### config.mk
export PLATFORM = sky130hd
export DESIGN_NAME = insn_fetch_flat
export DESIGN_NICKNAME = d
export VERILOG_FILES = /design/src/rtl/insn_fetch_if.sv /design/src/rtl/insn_fetch.sv /design/src/flat_wrapper.sv
export SDC_FILE = /design/constraint.sdc
export NUM_CORES = 1
export LEC_CHECK = 0
export ABC_AREA = 1
export CAP_MARGIN = 20
export CORE_MARGIN = 4
export CORE_UTILIZATION = 44
export CTS_BUF_LIST = sky130_fd_sc_hd__clkbuf_16
export CTS_CLUSTER_DIAMETER = 30
export DETAILED_ROUTE_END_ITERATION = 10
export DONT_BUFFER_PORTS = 1
export RECOVER_POWER = 100
export SYNTH_ARGS = -nofsm -noshare
export SYNTH_HDL_FRONTEND = slang
export SYNTH_SLANG_ARGS = --single-unit
### constraint.sdc
create_clock -name clk -period 13.1 [get_ports clk]
set_clock_uncertainty 0.15 [all_clocks]
set_input_delay 2.62 -clock clk [delete_from_list [all_inputs] [get_ports clk]]
set_output_delay 2.62 -clock clk [all_outputs]
set_load 0.05 [all_outputs]
### src/rtl/insn_fetch_if.sv
// Instruction-memory channel between the fetch front end and instruction memory.
// Requests hold until granted; read data returns in order, one word per rvalid.
interface insn_fetch_if #(
    parameter int PC_WIDTH   = 32,
    parameter int WORD_WIDTH = 32
);
    logic                  req;
    logic [PC_WIDTH-1:0]   addr;
    logic                  gnt;
    logic                  rvalid;
    logic [WORD_WIDTH-1:0] rdata;

    modport master (output req, addr, input gnt, rvalid, rdata);
    modport slave  (input req, addr, output gnt, rvalid, rdata);
endinterface

### src/rtl/insn_fetch.sv
// Instruction fetch front end: in-order imem requests, 2-entry instruction
// buffer, static backward-taken prediction on the head and flush redirect.
//
// state   | meaning
// --------+---------------------------------------------------------------
// ST_IDLE | no request on the bus
// ST_REQ  | request driven on the bus, address held until granted
module insn_fetch #(
    parameter int                    PC_WIDTH   = 32,
    parameter int                    WORD_WIDTH = 32,
    parameter logic [PC_WIDTH-1:0]   RESET_PC   = '0,
    parameter logic [WORD_WIDTH-1:0] NOP_INSN   = 'h13
) (
    input  logic                  clk,
    input  logic                  rst_n,
    input  logic                  cpu_en,
    input  logic                  if_stall,
    input  logic                  if_flush,
    input  logic [PC_WIDTH-1:0]   redirect_pc,
    insn_fetch_if.master          imem,
    output logic                  insn_valid,
    output logic [PC_WIDTH-1:0]   pc,
    output logic [WORD_WIDTH-1:0] insn,
    output logic                  predt_br_taken
);

    typedef enum logic {ST_IDLE, ST_REQ} req_state_t;

    req_state_t state, state_nxt;

    logic [PC_WIDTH-1:0]   fetch_pc;
    logic [PC_WIDTH-1:0]   req_addr;
    logic [PC_WIDTH-1:0]   rsp_pc;
    logic [1:0]            outstanding;
    logic [1:0]            drop_cnt;
    logic [1:0]            count;
    logic                  rd_ptr;
    logic                  wr_ptr;
    logic [WORD_WIDTH-1:0] buf_insn [2];
    logic [PC_WIDTH-1:0]   buf_pc   [2];

    logic                  req_pend;
    logic [2:0]            credit_used;
    logic                  head_valid;
    logic [WORD_WIDTH-1:0] head_insn;
    logic [PC_WIDTH-1:0]   head_pc;
    logic                  is_jal;
    logic                  is_bneg;
    logic                  predict_taken;
    logic [PC_WIDTH-1:0]   j_imm;
    logic [PC_WIDTH-1:0]   b_imm;
    logic [PC_WIDTH-1:0]   br_target;
    logic [PC_WIDTH-1:0]   new_pc;
    logic                  consume;
    logic                  redirect;
    logic                  issue;
    logic                  wr_en;
    logic                  rsp_drop;

    assign req_pend    = (state == ST_REQ);
    assign imem.req    = req_pend;
    assign imem.addr   = req_addr;

    assign head_valid  = (count != 2'd0);
    assign head_insn   = buf_insn[rd_ptr];
    assign head_pc     = buf_pc[rd_ptr];

    assign is_jal      = (head_insn[6:0] == 7'b1101111);
    assign is_bneg     = (head_insn[6:0] == 7'b1100011) && head_insn[31];
    assign predict_taken = is_jal || is_bneg;
    assign j_imm = {{(PC_WIDTH-21){head_insn[31]}}, head_insn[31], head_insn[19:12],
                    head_insn[20], head_insn[30:21], 1'b0};
    assign b_imm = {{(PC_WIDTH-13){head_insn[31]}}, head_insn[31], head_insn[7],
                    head_insn[30:25], head_insn[11:8], 1'b0};
    assign br_target = head_pc + (is_jal ? j_imm : b_imm);
    assign new_pc    = if_flush ? (redirect_pc & ~PC_WIDTH'(3)) : (br_target & ~PC_WIDTH'(3));

    assign consume  = head_valid && cpu_en && !if_stall && !if_flush;
    assign redirect = if_flush || (consume && predict_taken);

    // A request being granted this cycle still occupies its credit (it becomes
    // outstanding), so the slot count never exceeds the two buffer entries.
    assign credit_used = 3'(outstanding) + 3'(count) + 3'(req_pend);
    assign issue = cpu_en && !redirect && (credit_used < 3'd2) && (!req_pend || imem.gnt);

    assign rsp_drop = imem.rvalid && (drop_cnt != 2'd0);
    assign wr_en    = imem.rvalid && (drop_cnt == 2'd0) && !redirect;

    // Request state register.
    always_ff @(posedge clk or negedge rst_n) begin
        if (!rst_n) state <= ST_IDLE;
        else        state <= state_nxt;
    end

    // Request next-state: raise on issue, drop after grant unless reissuing.
    always_comb begin
        state_nxt = state;
        case (state)
            ST_IDLE: if (issue) state_nxt = ST_REQ;
            ST_REQ:  if (imem.gnt && !issue) state_nxt = ST_IDLE;
            default: state_nxt = ST_IDLE;
        endcase
    end

    // PCs, credit counters and buffer pointers. fetch_pc advances when a
    // request is issued so a redirect can overwrite it while an older request
    // is still waiting for its grant. On redirect every response still in
    // flight (already counted in outstanding) is marked for dropping.
    always_ff @(posedge clk or negedge rst_n) begin
        if (!rst_n) begin
            fetch_pc    <= RESET_PC;
            req_addr    <= RESET_PC;
            rsp_pc      <= RESET_PC;
            outstanding <= 2'd0;
            drop_cnt    <= 2'd0;
            count       <= 2'd0;
            rd_ptr      <= 1'b0;
            wr_ptr      <= 1'b0;
        end else begin
            outstanding <= outstanding + 2'(req_pend && imem.gnt) - 2'(imem.rvalid);
            if (issue) req_addr <= fetch_pc;
            if (redirect) begin
                fetch_pc <= new_pc;
                rsp_pc   <= new_pc;
                drop_cnt <= outstanding - 2'(imem.rvalid) + 2'(req_pend);
                count    <= 2'd0;
                rd_ptr   <= 1'b0;
                wr_ptr   <= 1'b0;
            end else begin
                if (issue)    fetch_pc <= fetch_pc + PC_WIDTH'(4);
                if (rsp_drop) drop_cnt <= drop_cnt - 2'd1;
                if (wr_en) begin
                    rsp_pc <= rsp_pc + PC_WIDTH'(4);
                    wr_ptr <= ~wr_ptr;
                end
                if (consume) rd_ptr <= ~rd_ptr;
                count <= count + 2'(wr_en) - 2'(consume);
            end
        end
    end

    // Buffer storage; entries are only meaningful where count marks them valid.
    always_ff @(posedge clk) begin
        if (wr_en) begin
            buf_insn[wr_ptr] <= imem.rdata;
            buf_pc[wr_ptr]   <= rsp_pc;
        end
    end

    // Head presentation; forced to the idle values when empty or flushing.
    always_comb begin
        insn_valid     = 1'b0;
        pc             = '0;
        insn           = NOP_INSN;
        predt_br_taken = 1'b0;
        if (head_valid && !if_flush) begin
            insn_valid     = 1'b1;
            pc             = head_pc;
            insn           = head_insn;
            predt_br_taken = predict_taken;
        end
    end

endmodule
### src/flat_wrapper.sv
// flat-port wrapper written by rule: the top's interface ports become plain ports
module insn_fetch_flat 
#(
    parameter int                    PC_WIDTH   = 32,
    parameter int                    WORD_WIDTH = 32,
    parameter logic [PC_WIDTH-1:0]   RESET_PC   = '0,
    parameter logic [WORD_WIDTH-1:0] NOP_INSN   = 'h13
)
  (clk, rst_n, cpu_en, if_stall, if_flush, redirect_pc, insn_valid, pc, insn, predt_br_taken, imem_req, imem_addr, imem_gnt, imem_rvalid, imem_rdata);
  insn_fetch_if #(.PC_WIDTH(PC_WIDTH), .WORD_WIDTH(WORD_WIDTH)) imem_i ();
  input  logic clk;
  input  logic rst_n;
  input  logic cpu_en;
  input  logic if_stall;
  input  logic if_flush;
  input  logic [PC_WIDTH-1:0] redirect_pc;
  output logic insn_valid;
  output logic [PC_WIDTH-1:0] pc;
  output logic [WORD_WIDTH-1:0] insn;
  output logic predt_br_taken;
  output wire logic [$bits(imem_i.req)-1:0] imem_req;
  output wire logic [$bits(imem_i.addr)-1:0] imem_addr;
  input wire logic [$bits(imem_i.gnt)-1:0] imem_gnt;
  input wire logic [$bits(imem_i.rvalid)-1:0] imem_rvalid;
  input wire logic [$bits(imem_i.rdata)-1:0] imem_rdata;
  assign imem_req = imem_i.req;
  assign imem_addr = imem_i.addr;
  assign imem_i.gnt = imem_gnt;
  assign imem_i.rvalid = imem_rvalid;
  assign imem_i.rdata = imem_rdata;
  insn_fetch #(.PC_WIDTH(PC_WIDTH), .WORD_WIDTH(WORD_WIDTH), .RESET_PC(RESET_PC), .NOP_INSN(NOP_INSN)) u_core (.clk(clk), .rst_n(rst_n), .cpu_en(cpu_en), .if_stall(if_stall), .if_flush(if_flush), .redirect_pc(redirect_pc), .imem(imem_i), .insn_valid(insn_valid), .pc(pc), .insn(insn), .predt_br_taken(predt_br_taken));
endmodule
# Word level (Yosys, flattened, before mapping)
# Memories as Yosys holds them, arrays and structs flattened.
# Cells that the tools add are included.
# W data, S select, Z words.
[totals]
reg_bits = 105
latchBits = 0
mem_bits_rw = 128
romBits = 0
inputBits = 71
out_inout_bits = 99
wordCells = 80
mem_count = 2
[op_classes]
n_addsub = 12
mul = 0
div_mod_pow = 0
magnitude_cmp = 1
n_eq_ne = 2
shift = 0
mux = 22
n_bitwise = 3
n_reduce_logical = 29
[memory_table]
columns = ["memory", "depth", "width", "rd", "rd_clocked_by_memory_dff", "wr", "line", "text"]
rows = [
  ["u_core.buf_insn", 2, 32, 1, 0, 1, "insn_fetch.sv:39", "logic [WORD_WIDTH-1:0] buf_insn [2];"],
  ["u_core.buf_pc", 2, 32, 1, 0, 1, "insn_fetch.sv:40", "logic [PC_WIDTH-1:0] buf_pc [2];"],
]
[op_table]
columns = ["op", "count"]
rows = [
  ["$mux W32", 7],
  ["$add A32 B3 Y32 const B", 2],
  ["$add A32 B32 Y32", 1],
  ["$mux W20", 1],
  ["$eq A7 B7 Y1 const B", 2],
  ["$logic_and A1 B1 Y1", 14],
  ["$reduce_bool A2 Y1", 6],
  ["$mux W1", 10],
  ["$add A2 B1 Y2", 3],
  ["$mux W2", 3],
  ["$sub A2 B1 Y2", 3],
  ["$logic_not A1 Y1", 5],
  ["$add A2 B2 Y3", 1],
  ["$add A3 B1 Y3", 1],
  ["$logic_or A1 B1 Y1", 3],
  ["$lt A3 B2 Y1 const B", 1],
  ["$not A1 Y1", 3],
  ["$logic_not A2 Y1", 1],
  ["$pmux W1 S2", 1],
  ["$sub A2 B1 Y2 const B", 1],
]

# Depth between registers and ports, before layout
# Gate-level depths: netlist (run 1).
[logic_depth]
ltp_word = 14
ltp_mapped = 25
depth_no_buf = 24

# Worst setup path before layout (run 1)
# Ideal clock, no wire load.
[synth_path]
path_kind = "input-to-reg"
from = "input port cpu_en"
to = "memory u_core.buf_insn[1][0] (enable)"
setup_time_ns = 0.558
arrival_ns = 7.395
t_required_ns = 12.392
slack_ns = 4.997
stages = 7
n_path_buf = 2
path_cell_list = "inv_1 > nor3_1 > nand2_2 > nand2_2 > buf_6 > buf_6 > nor3_1"
[synth_via]
elab_chain_cells = 9
[synth_rtl]
columns = ["element", "line", "text"]
rows = [
  ["start, declared", "flat_wrapper.sv:13", "input logic cpu_en;"],
  ["$logic_and A1 B1 Y1 (3 in series)", "insn_fetch.sv:78", "assign consume = head_valid && cpu_en && !if_stall && !if_flush;"],
  ["$logic_and A1 B1 Y1", "insn_fetch.sv:79", "assign redirect = if_flush || (consume && predict_taken);"],
  ["$logic_or A1 B1 Y1", "insn_fetch.sv:79", ""],
  ["$logic_not A1 Y1", "insn_fetch.sv:87", "assign wr_en = imem.rvalid && (drop_cnt == 2'd0) && !redirect;"],
  ["$logic_and A1 B1 Y1", "insn_fetch.sv:87", ""],
  ["$mux W1", "insn_fetch.sv:144", "if (wr_en) begin"],
  ["$mux W1 (implied by the code)", "insn_fetch.sv:145", "buf_insn[wr_ptr] <= imem.rdata;"],
  ["end, declared", "insn_fetch.sv:39", ""],
]
# No other way between the ends.

# Worst setup path after layout (run 1)
[layout_path]
from = "register u_core.rd_ptr"
to = "register u_core.rsp_pc[2]"
[layout_via]
elab_chain_cells = 9
word_cells_on_any_way = 15
cone_classes = "add/sub: 1; eq/ne: 2; mux: 3; reduce/logical: 7; memory: 2"
[layout_rtl]
columns = ["element", "line", "text"]
rows = [
  ["start, declared", "insn_fetch.sv:37", "logic rd_ptr;"],
  ["start signal, assigned", "insn_fetch.sv:136", "if (consume) rd_ptr <= ~rd_ptr;"],
  ["branches (longest 9 deep; another with $mem_v2 Z2 W32)", "--", ""],
  ["end signal, assigned", "insn_fetch.sv:124", "rsp_pc <= new_pc;"],
  ["end signal, assigned", "insn_fetch.sv:133", "rsp_pc <= rsp_pc + PC_WIDTH'(4);"],
  ["end, declared", "insn_fetch.sv:33", "logic [PC_WIDTH-1:0] rsp_pc;"],
]
# Parallel ways; which one is timed is not known.
# A chain may end at the register's enable or synchronous reset.

==> results of run 1 <==
==> cell families after synthesis <==
kind of cell | after synthesis
AO/OA/AOI/OAI | 208
adder cells (fa/ha/maj) | 41
XOR/XNOR | 46
buffers and inverters | 327
multiplexers | 6
other | 1
flip-flops | 223
AND/OR/NAND/NOR | 973
==> path summary, 6_finish.rpt <==
path                                   startpoint              endpoint  slack (ns)  cells past startpoint
worst max-delay path                u_core.rd_ptr      u_core.rsp_pc[2]        4.03                     10
worst min-delay path            u_core.rsp_pc[31]  u_core.buf_pc[0][31]        0.38                      0
worst max register to register      u_core.rd_ptr      u_core.rsp_pc[2]        4.03                     10
worst min register to register  u_core.rsp_pc[31]  u_core.buf_pc[0][31]        0.38                      0
max in group asynchronous                   rst_n     u_core.rsp_pc[17]       11.01                      0
min in group asynchronous                   rst_n  u_core.imem.addr[11]        1.63                      0
==> cell usage in the layout (no fill, tap or decap), drive strengths merged, types with 4 or more instances in the layout <==
cell,n
dfrtp,99
nand2,542
o31ai,14
nor3,29
edfxtp,124
o211ai,9
buf,4
nand4,21
nor2,249
clkinvlp,5
xnor2,19
a21oi,48
clkbuf,56
conb,4
inv,275
bufinv,7
xor2,27
clkinv,21
or2,29
ha,40
mux2i,6
nand3,98
o21ai,123
o21bai,5
==> state kept, by name (all words and copies together) (netlist names) <==
signal and flops:
u_core.drop_cnt 2, u_core.fetch_pc 30, u_core.imem.addr 30, u_core.wr_ptr 1, u_core.rd_ptr 1, u_core.rsp_pc 30, u_core.buf_pc 60, u_core.outstanding 2
u_core.buf_insn 64, u_core.count 2, u_core.imem.req 1
==> layout make-up <==
type | instances | area, µm² | area share (%)
clock inverter | 39 | 427.9 | 2.755
timing repair buffer | 11 | 56.30 | 0.3624
sequential | 223 | 6201 | 39.92
inverter | 269 | 1010 | 6.500
multi-input combinational | 1278 | 6118 | 39.38
clock buffer | 49 | 1226 | 7.893
tap | 396 | 495.5 | 3.189
==> report_power, final <==
part,switching (mW),internal (mW),leakage (nW)
Clock,0.390,0.817,0.815
Sequential,0.302,0.905,2.35
Combinational,0.555,0.247,4.06
==> worst max-delay path, stage by stage, from the launching register on <==
cell and delay [ns]:
dfrtp_1 0.80, clkbuf_1 2.19, nand2_1 0.12, o21ai_0 0.25
nor3_1 0.14, nand2_2 0.29, nand2_1 0.20, a21oi_4 0.15
clkbuf_1 2.71, nand2_2 1.40, o211ai_1 0.51
==> synth_stat cells, types with 6 or more instances <==
cell      number  area share, %
nand2_1      531             15
inv_1        265            7.3
nor2_1       247            6.8
edfxtp_1     124             27
o21ai_0      102            3.7
dfrtp_1       99             18
nand3_1       97            3.5
a21oi_1       47            1.7
ha_1          40            3.7
nor3_1        28            1.0
or2_2         28            1.3
xor2_1        27            1.7
clkbuf_1      26           0.71
nand4_1       21           0.96
o21ai_1       20           0.73
xnor2_1       19            1.2
o31ai_1       14           0.77
buf_2         12           0.44
buf_4         12           0.66
nand2_2       10           0.46
o211ai_1       9           0.49
buf_6          8           0.66
mux2i_1        6           0.44
==> routing by layer <==
metal | routed length, µm | up-vias
li1 | - | 5827
met1 | 17730 | 5406
met2 | 19300 | 332
met3 | 2369 | 69
met4 | 990 | 0
met5 | 0 | -
==> key figures, run 1 <==
Logic synthesis
  • Post-synthesis cell count: ~1800
  • Post-synthesis mux area share: 0.4390%
  • Sequential area share after synthesis: 45.32%
  • Synth cell types: between 40 and 50
  • Async S/R FF share, synth: 44.39%
  • Compound-cell area share of the yosys netlist: about 8.4%
  • Synth Flop Type: edfxtp_1
  • Mapped Area: around 14000 µm²
  • Flops & latches, synth: 223
  • Post-Synth Simple-Gate Area: 29.24%
  • Synth Area in XOR/XNOR: between 2 and 3%
  • Adder-cell area share of the yosys netlist: roughly 3.8%
  • YS warnings: 0
  • Avg Synthesized Cell Area: 7.497 µm²
  • Largest family of logic cells by synthesized area: simple AND/OR/NAND/NOR gates
  • Post-synth EDFFs: around 120

Routing
  • Via density: between 5 and 6
  • Drt drc: 0
  • Via count: around 12000
  • First-pass DRT Iterations: 7
  • Routed Antenna Nets: 0
  • Initial drt markers: between 900 and 1000
  • DRT Wirelength: ~40000 µm
  • Wire length per cell: 17.83 µm

Power and ir drop
  • PD cells: between 200 and 250 nW/µm²
  • VDD IR max: approximately 0.00012 V
  • P_leak: a little over 7 nW
  • Total power: between 3 and 4 mW

Die
  • Die Ht: 184.3 µm
  • Initial Utilization: 44.61%
  • Row count: between 60 and 70
  • # IOs: 170
  • Die width: 184.3 µm
  • Core footprint: 30670 µm²
  • Die area: between 30000 and 40000 µm²

Placed design
  • Dpl hpwl: 29700 µm
  • Post-DP Area: 13930 µm²
  • Placed cells: roughly 2200
  • Routability cong.: 0.9074
  • Pre-CTS WS: 5.948 ns
  • PortBufs: 0

STA
  • Slew HR: -158.5%
  • Max frequency: around 110 MHz
  • Final TNS setup: 0 ns
  • Period utilisation layout: slightly below 70%
  • WHS: 0.3823 ns
  • Hold Vio Cnt, Final: 0
  • Max Slew Vio Count: between 400 and 500
  • Worst Tran Pin Value: just under 4 ns
  • Post-route setup slack: ~4.0 ns
  • Final Setup Violations: 0
  • Fin crit period: 9.074 ns
  • RSZ-0062 raised after global routing: false

Layout
  • Final instance area: between 15000 and 20000 µm²
  • Non-Filler Instances: ~2300
  • Area added between synthesis and finish: 13.54%
  • Fillers: 3040
  • Layout cells sized above 1: 6.314%
  • Final Core Density: between 50% and 60%
  • Final net count: about 1900
  • Ant diodes: 0

Setup path
  • Crit Path Category: flip-flop to flip-flop
  • Crit path arrival time: approximately 9.4 ns
  • Kind of start point of the critical path: flip-flop
  • CP Max Fanout: 84
  • Data required time of the worst path: approximately 13 ns
  • Kind of end point of the critical path: flip-flop

Clock network
  • CTS root buf: clkbuf_16
  • Cts hold-fix bufs: 0
  • Clock latency on the worst-skew pair: ~0.55 ns
  • CTS tree: yes
  • CTS Sinks: approximately 220
  • Post-CTS Setup Bufs: 0
  • CTS resizes: 0
  • Clock Path Buffers: 3
  • Clock slew at reported path FFs: ~0.05 ns
  • Htree depth: 2
  • TritonCTS Buffers: between 40 and 50

Global route
  • Met1 GRT Util: 31.19%
  • Largest net degree at the start of global routing: 100
  • Met2 GRT Util: around two fifths
  • Gr usage total: a little under a quarter
  • Initial antenna violation count: 0
  • Number of global-route vias before repair: between 10000 and 15000
  • Global-route wire length before repair: just over 60000 µm
  • Gr ovfl total: 0
  • Met3 GRT Util: under 10%
  • Busiest grt layer: met2

Outcome
  • Status: complete, but fails checks
  • Failing checks: capacitance limit, slew limit

Min path
  • Worst hold path type: flip-flop to flip-flop

Flow run
  • MaxCap Viol Count: 6
Note: power is estimated with default switching activity, not from simulation.
==> run 2: changes to the inputs <==
- clock period: 13.1 -> 9.06 ns (I/O delays scaled with it)
==> key figures, run 2 (synthesis results as in run 1) <==
Outcome
  • Status: complete, but fails checks
  • Failing checks: capacitance limit, slew limit

Layout
  • Final instance area: 15660 µm² (+0.81%)
  • Largest Register: u_core.buf_insn
  • Max FFs per register: 64 (unchanged)
  • Most common cell after layout, fill and taps aside: nand2_1
  • Final Core Density: 51.06% (+0.41 points)
  • Area added between synthesis and finish: 14.46%
  • Layout cells sized above 1: 7.082% (+0.77 points)
  • Final net count: 1947 (+0.26%)
  • Most frequent cells in the layout: nand2_1, inv_1, nor2_1
  • Top Registers: u_core.buf_insn (64), u_core.buf_pc (60)
  • Fillers: 2954 (-2.8%)
  • Ant diodes: 0 (unchanged)

Clock network
  • CTS Sinks: 223 (unchanged)
  • TritonCTS Buffers: 52 (+11%)
  • CTS tree: yes
  • CTS resizes: 0 (unchanged)
  • Clock Path Buffers: 3 (unchanged)
  • Cts hold-fix bufs: 0 (unchanged)
  • Htree depth: 2 (unchanged)
  • CTS root buf: clkbuf_16
  • Clock latency on the worst-skew pair: 0.55 ns (about the same)
  • Clock slew at reported path FFs: 0.04 ns (about the same)
  • Post-CTS Setup Bufs: 0 (unchanged)

STA
  • Final TNS setup: 0 ns (unchanged)
  • Hold Vio Cnt, Final: 0 (unchanged)
  • Worst Tran Pin Value: 2.775 ns (-1.102 ns)
  • RSZ-0062 raised after global routing: false
  • Slew HR: -85.00% (+73 points)
  • Fin crit period: 6.654 ns (-2.420 ns)
  • Final Setup Violations: 0 (unchanged)
  • Max frequency: 150.3 MHz (+36%)
  • Period utilisation layout: 73.44% (+4.2 points)
  • Max Slew Vio Count: 161 (-61%)

Die
  • Row count: 64 (unchanged)
  • Core footprint: 30670 µm² (unchanged)
  • Die area: 33980 µm² (unchanged)
  • # IOs: 170 (unchanged)
  • Die width: 184.3 µm (unchanged)
  • Initial Utilization: 44.61% (unchanged)
  • Die Ht: 184.3 µm (unchanged)

Global route
  • Number of global-route vias before repair: 11490 (+3.1%)
  • Gr ovfl total: 0 (unchanged)
  • Largest net degree at the start of global routing: 100 (unchanged)
  • Gr usage total: 23.40% (-0.11 points)
  • Global-route wire length before repair: 62120 µm (-0.28%)
  • Initial antenna violation count: 0 (unchanged)

Routing
  • Via density: 5.155 (+0.37%)
  • DRT Wirelength: 40160 µm (-0.56%)
  • Wire length per cell: 17.66 µm (-0.96%)
  • Via count: 11720 (+0.76%)
  • Drt drc: 0 (unchanged)
  • Initial drt markers: 845 (-8.9%)
  • First-pass DRT Iterations: 5 (-2)
  • Routed Antenna Nets: 0 (unchanged)

Setup path
  • CP max stage delay: 2.06 ns (-0.65 ns)
  • Crit Path Category: flip-flop to flip-flop
  • R2R cell count: 9 (-1)
  • CP Max Fanout: 88 (+4.8%)
  • Crit-path most repeated cell: nand2_1
  • Reg2Reg Capture Point: u_core.rsp_pc[2]
  • Kind of start point of the critical path: flip-flop
  • Data required time of the worst path: 9.33 ns (-4.05 ns)
  • Worst path slowest cell: a21oi_1
  • Crit path arrival time: 6.93 ns (-2.42 ns)
  • Reg2Reg Setup Slack: 2.41 ns (-1.62 ns)
  • Kind of end point of the critical path: flip-flop
  • Cells along the critical path: buf_4 -> nand2_1 -> o21ai_0 -> nor3_2 -> nand2_1 -> nand2_1 -> a21oi_1 -> nand2_1 -> o211ai_1
  • Worst r2r src: u_core.rd_ptr

Placed design
  • PortBufs: 0 (unchanged)
  • Dpl hpwl: 29780 µm (+0.28%)
  • Routability cong.: 0.9023 (-0.56%)
  • Post-DP Area: 13930 µm² (unchanged)

Power and ir drop
  • P_leak: 7.300 nW (+0.93%)
  • PD cells: 302.0 nW/µm² (+46%)
  • Switching Power: 1.842 mW (+48%)
  • VDD IR max: 0.0002170 V (+77%)
  • Clock power share: 38.7% (+1.2 points)
  • Sequential Power Share: 36.8% (-0.8 points)
  • P_int: 2.887 mW (+47%)
  • Switching Share: 38.95% (+0.18 points)
  • Combinational power share: 24.5% (-0.4 points)

Min path
  • Worst hold path type: flip-flop to flip-flop
  • Min-Delay Endpoint: u_core.buf_pc[1][2]
  • Hold path cells: 0 (unchanged)
  • HP Start: u_core.rsp_pc[2]

Flow run
  • MaxCap Viol Count: 3 (-3)
-- run 2: cell count changes in the layout (fill, tap and decap cells not counted), sizes merged --
cell,delta
buf,+4
bufinv,-1
clkbuf,-1
clkinv,+2
inv,+5
-- run 2: worst max path at each step --
stage | startpoint | slack [ns] | end | cells after the start
CTS | if_flush | 3.52 | predt_br_taken | 4
global placement | if_flush | 3.57 | predt_br_taken | 4
detailed placement | if_flush | 3.52 | predt_br_taken | 4
finish | u_core.rd_ptr | 2.41 | u_core.rsp_pc[2] | 9
floorplan | cpu_en | 1.76 | u_core.buf_insn[1][0] | 7
global route | u_core.rd_ptr | 1.85 | u_core.rsp_pc[4] | 10
-- run 2: power by group through the flow --
stage / Combinational [mW] / Sequential (mW) / Clock, mW
after global placement: 1.14 / 1.75 / 0
after floorplan: 0.911 / 1.67 / 0
final: 1.16 / 1.74 / 1.83
after detailed placement: 1.16 / 1.75 / 0
after global routing: 1.33 / 1.77 / 1.92
after CTS: 1.17 / 1.74 / 1.86
-- run 2: metal layers --
layer	vias to the layer above	part of all wire, %	track usage (%)
met5	-	0	0
met4	0	2.8	7.897
met3	75	6.3	4.322
met2	312	48	40.12
met1	5484	43	29.92
li1	5852	-	-
-- run 2: per-stage QoR --
step / power (mW) / instances / setup slack, ns / hold WS (ns)
global route: 5.019 / 2274 / 1.850 / 0.3850
global placement: 2.889 / 2176 / 3.573 / 0.3515
detailed placement: 2.914 / 2176 / 3.522 / 0.3632
finish: 4.729 / 2274 / 2.406 / 0.3715
floorplan: 2.586 / 1828 / 1.765 / 0.3296
CTS: 4.770 / 2273 / 3.517 / 0.3678
-- run 2: area by class of cell --
cell class / count / area [µm²] / area share, %
clock buffers: 52 / 1301 / 8.309
clock inverters: 45 / 466.7 / 2.980
inverters: 269 / 1010 / 6.448
multi-input cells: 1278 / 6113 / 39.04
flip-flops and latches: 223 / 6202 / 39.61
well taps: 396 / 495.5 / 3.164
repair buffers: 11 / 71.32 / 0.4554
-- run 2: critical path, delay by kind of cell, from the launching register on --
| kind | cells | cell delay [ns] |
|---|---|---|
| compound gates | 3 | 2.79 |
| buf+inv | 1 | 0.71 |
| flops | 1 | 0.40 |
| simple gates | 5 | 2.44 |
==> run 3: changes to the inputs <==
- clock period: 9.06 -> 6.8 ns (I/O delays scaled with it)
==> key figures, run 3 (synthesis results as in run 1) <==
Setup path
  • Kind of end point of the critical path: primary output
  • Crit. Startpoint: if_flush
  • Crit Path Category: input port to primary output
  • Kind of start point of the critical path: input port
  • Data required time of the worst path: 5.29 ns (-4.04 ns)
  • Worst r2r src: u_core.rd_ptr
  • CP Max Fanout: 60 (-32%)
  • R2R cell count: 11 (+2)
  • Crit path arrival time: 4.25 ns (-2.68 ns)

Flow run
  • MaxCap Viol Count: 1 (-2)

STA
  • Hold Vio Cnt, Final: 0 (unchanged)
  • Post-route setup slack: 1.043 ns (-1.363 ns)
  • Fin crit period: between 5 and 6 ns
  • Max Slew Vio Count: 61 (-62%)
  • Final Setup Violations: 0 (unchanged)
  • Period utilisation layout: 84.66%
  • Worst Tran Pin Value: 1.717 ns (-1.058 ns)
  • Final TNS setup: 0 ns (unchanged)
  • WHS: 0.3635 ns (-0.007938 ns)
  • RSZ-0062 raised after global routing: false
  • Max frequency: around 170 MHz
  • Slew HR: -14.49% (+71 points)

Global route
  • Initial antenna violation count: 1 (+1)
  • Number of global-route vias before repair: 11290 (-1.8%)
  • Gr usage total: 23.30% (-0.11 points)
  • Largest net degree at the start of global routing: 100 (unchanged)
  • Global-route wire length before repair: 61840 µm (-0.46%)
  • Gr ovfl total: 0 (unchanged)

Layout
  • Fillers: 2965 (+0.37%)
  • Layout cells sized above 1: 7.192% (+0.11 points)
  • Register area: 6201 µm² (about the same)
  • Area added between synthesis and finish: 14.69%
  • Most common cell after layout, fill and taps aside: nand2_1
  • Multi-input gate area: 6143 µm² (+0.49%)
  • Max FFs per register: 64 (unchanged)
  • Most frequent cells in the layout: nand2_1, inv_1, nor2_1
  • Top Registers: u_core.buf_insn (64), u_core.buf_pc (60)
  • Final instance area: 15690 µm² (+0.20%)
  • Final net count: 1946 (-0.051%)
  • Largest Register: u_core.buf_insn

Die
  • Initial Utilization: 44.61% (unchanged)
  • # IOs: 170 (unchanged)
  • Die Ht: 184.3 µm (unchanged)
  • Die width: 184.3 µm (unchanged)
  • Core footprint: 30670 µm² (unchanged)
  • Die area: 33980 µm² (unchanged)
  • Row count: 64 (unchanged)

Power and ir drop
  • Total power: 6.326 mW (+34%)
  • VDD IR max: 0.0002381 V (+9.8%)
  • PD cells: 403.2 nW/µm² (+34%)
  • P_leak: 7.321 nW (+0.28%)

Clock network
  • Post-CTS Setup Bufs: 0 (unchanged)
  • Clock Path Buffers: 3 (unchanged)
  • CTS root buf: clkbuf_16
  • Cts hold-fix bufs: 0 (unchanged)
  • Clock slew at reported path FFs: 0.05 ns (about the same)
  • CTS Sinks: 223 (unchanged)
  • CTS resizes: 0 (unchanged)
  • Clock latency on the worst-skew pair: 0.56 ns (about the same)
  • TritonCTS Buffers: 51 (-1.9%)
  • CTS tree: yes
  • Htree depth: 2 (unchanged)

Routing
  • First-pass DRT Iterations: 6 (+1)
  • Wire length per cell: 17.65 µm (about the same)
  • Via count: 11720 (-0.026%)
  • Drt drc: 0 (unchanged)
  • DRT Wirelength: 40130 µm (about the same)
  • Initial drt markers: 893 (+5.7%)
  • Via density: 5.154 (about the same)
  • Routed Antenna Nets: 0 (unchanged)

Min path
  • Worst hold path type: input port to asynchronous set/reset pin

Placed design
  • Routability cong.: 0.9212 (+2.1%)
  • PortBufs: 0 (unchanged)
  • Dpl hpwl: 29630 µm (-0.50%)
  • Pre-CTS WS: 2.145 ns (-1.378 ns)
  • Post-DP Area: 13940 µm² (about the same)

Outcome
  • Failing checks: capacitance limit, slew limit
  • Status: complete, but fails checks
-- run 3: final cells by class --
| class | count | share of cell area, % |
|---|---|---|
| Sequential cell | 223 | 39.52 |
| Tap cell | 396 | 3.158 |
| Clock buffer | 51 | 8.133 |
| Clock inverter | 45 | 3.126 |
| Timing Repair Buffer | 11 | 0.4625 |
| Inverter | 269 | 6.435 |
| Antenna cell | 1 | 0.01595 |
| Multi-Input combinational cell | 1278 | 39.15 |
-- run 3: worst max-delay path, stage by stage --
cell and delay [ns]:
nor2_1 0.08, clkbuf_1 0.62, inv_1 0.97, a21oi_1 1.19
-- run 3: path summary, 6_finish.rpt --
| check | to | slack, ns |
|---|---|---|
| max in group asynchronous | u_core.rsp_pc[7] | 5.97 |
| worst min-delay path | u_core.rsp_pc[8] | 0.36 |
| worst max-delay path | predt_br_taken | 1.04 |
| min in group clk | u_core.buf_pc[0][31] | 0.37 |
| worst min register to register | u_core.buf_pc[0][31] | 0.37 |
| worst max register to register | u_core.buf_pc[0][16] | 1.34 |
-- run 3: power breakdown --
part	total (mW)	internal (mW)	switching, mW
combinational	1.53	0.474	1.06
clock	2.47	1.67	0.794
sequential	2.32	1.74	0.586
-- run 3: metrics by stage --
step / utilization, % / std cells
2_1_floorplan: - / 1828
3_3_place_gp: 45.45 / 2176
3_5_place_dp: 45.45 / 2176
4_1_cts: 51.21 / 2272
6_report: 51.16 / 2274
5_1_grt: 51.16 / 2274
-- run 3: per-layer routing --
layer | global-route usage [%] | vias up | wire length (µm)
met3 | 3.987 | 76 | 2580
li1 | - | 5840 | -
met4 | 7.424 | 0 | 1168
met5 | 0 | - | 0
met2 | 39.74 | 366 | 19280
met1 | 30.35 | 5438 | 17100
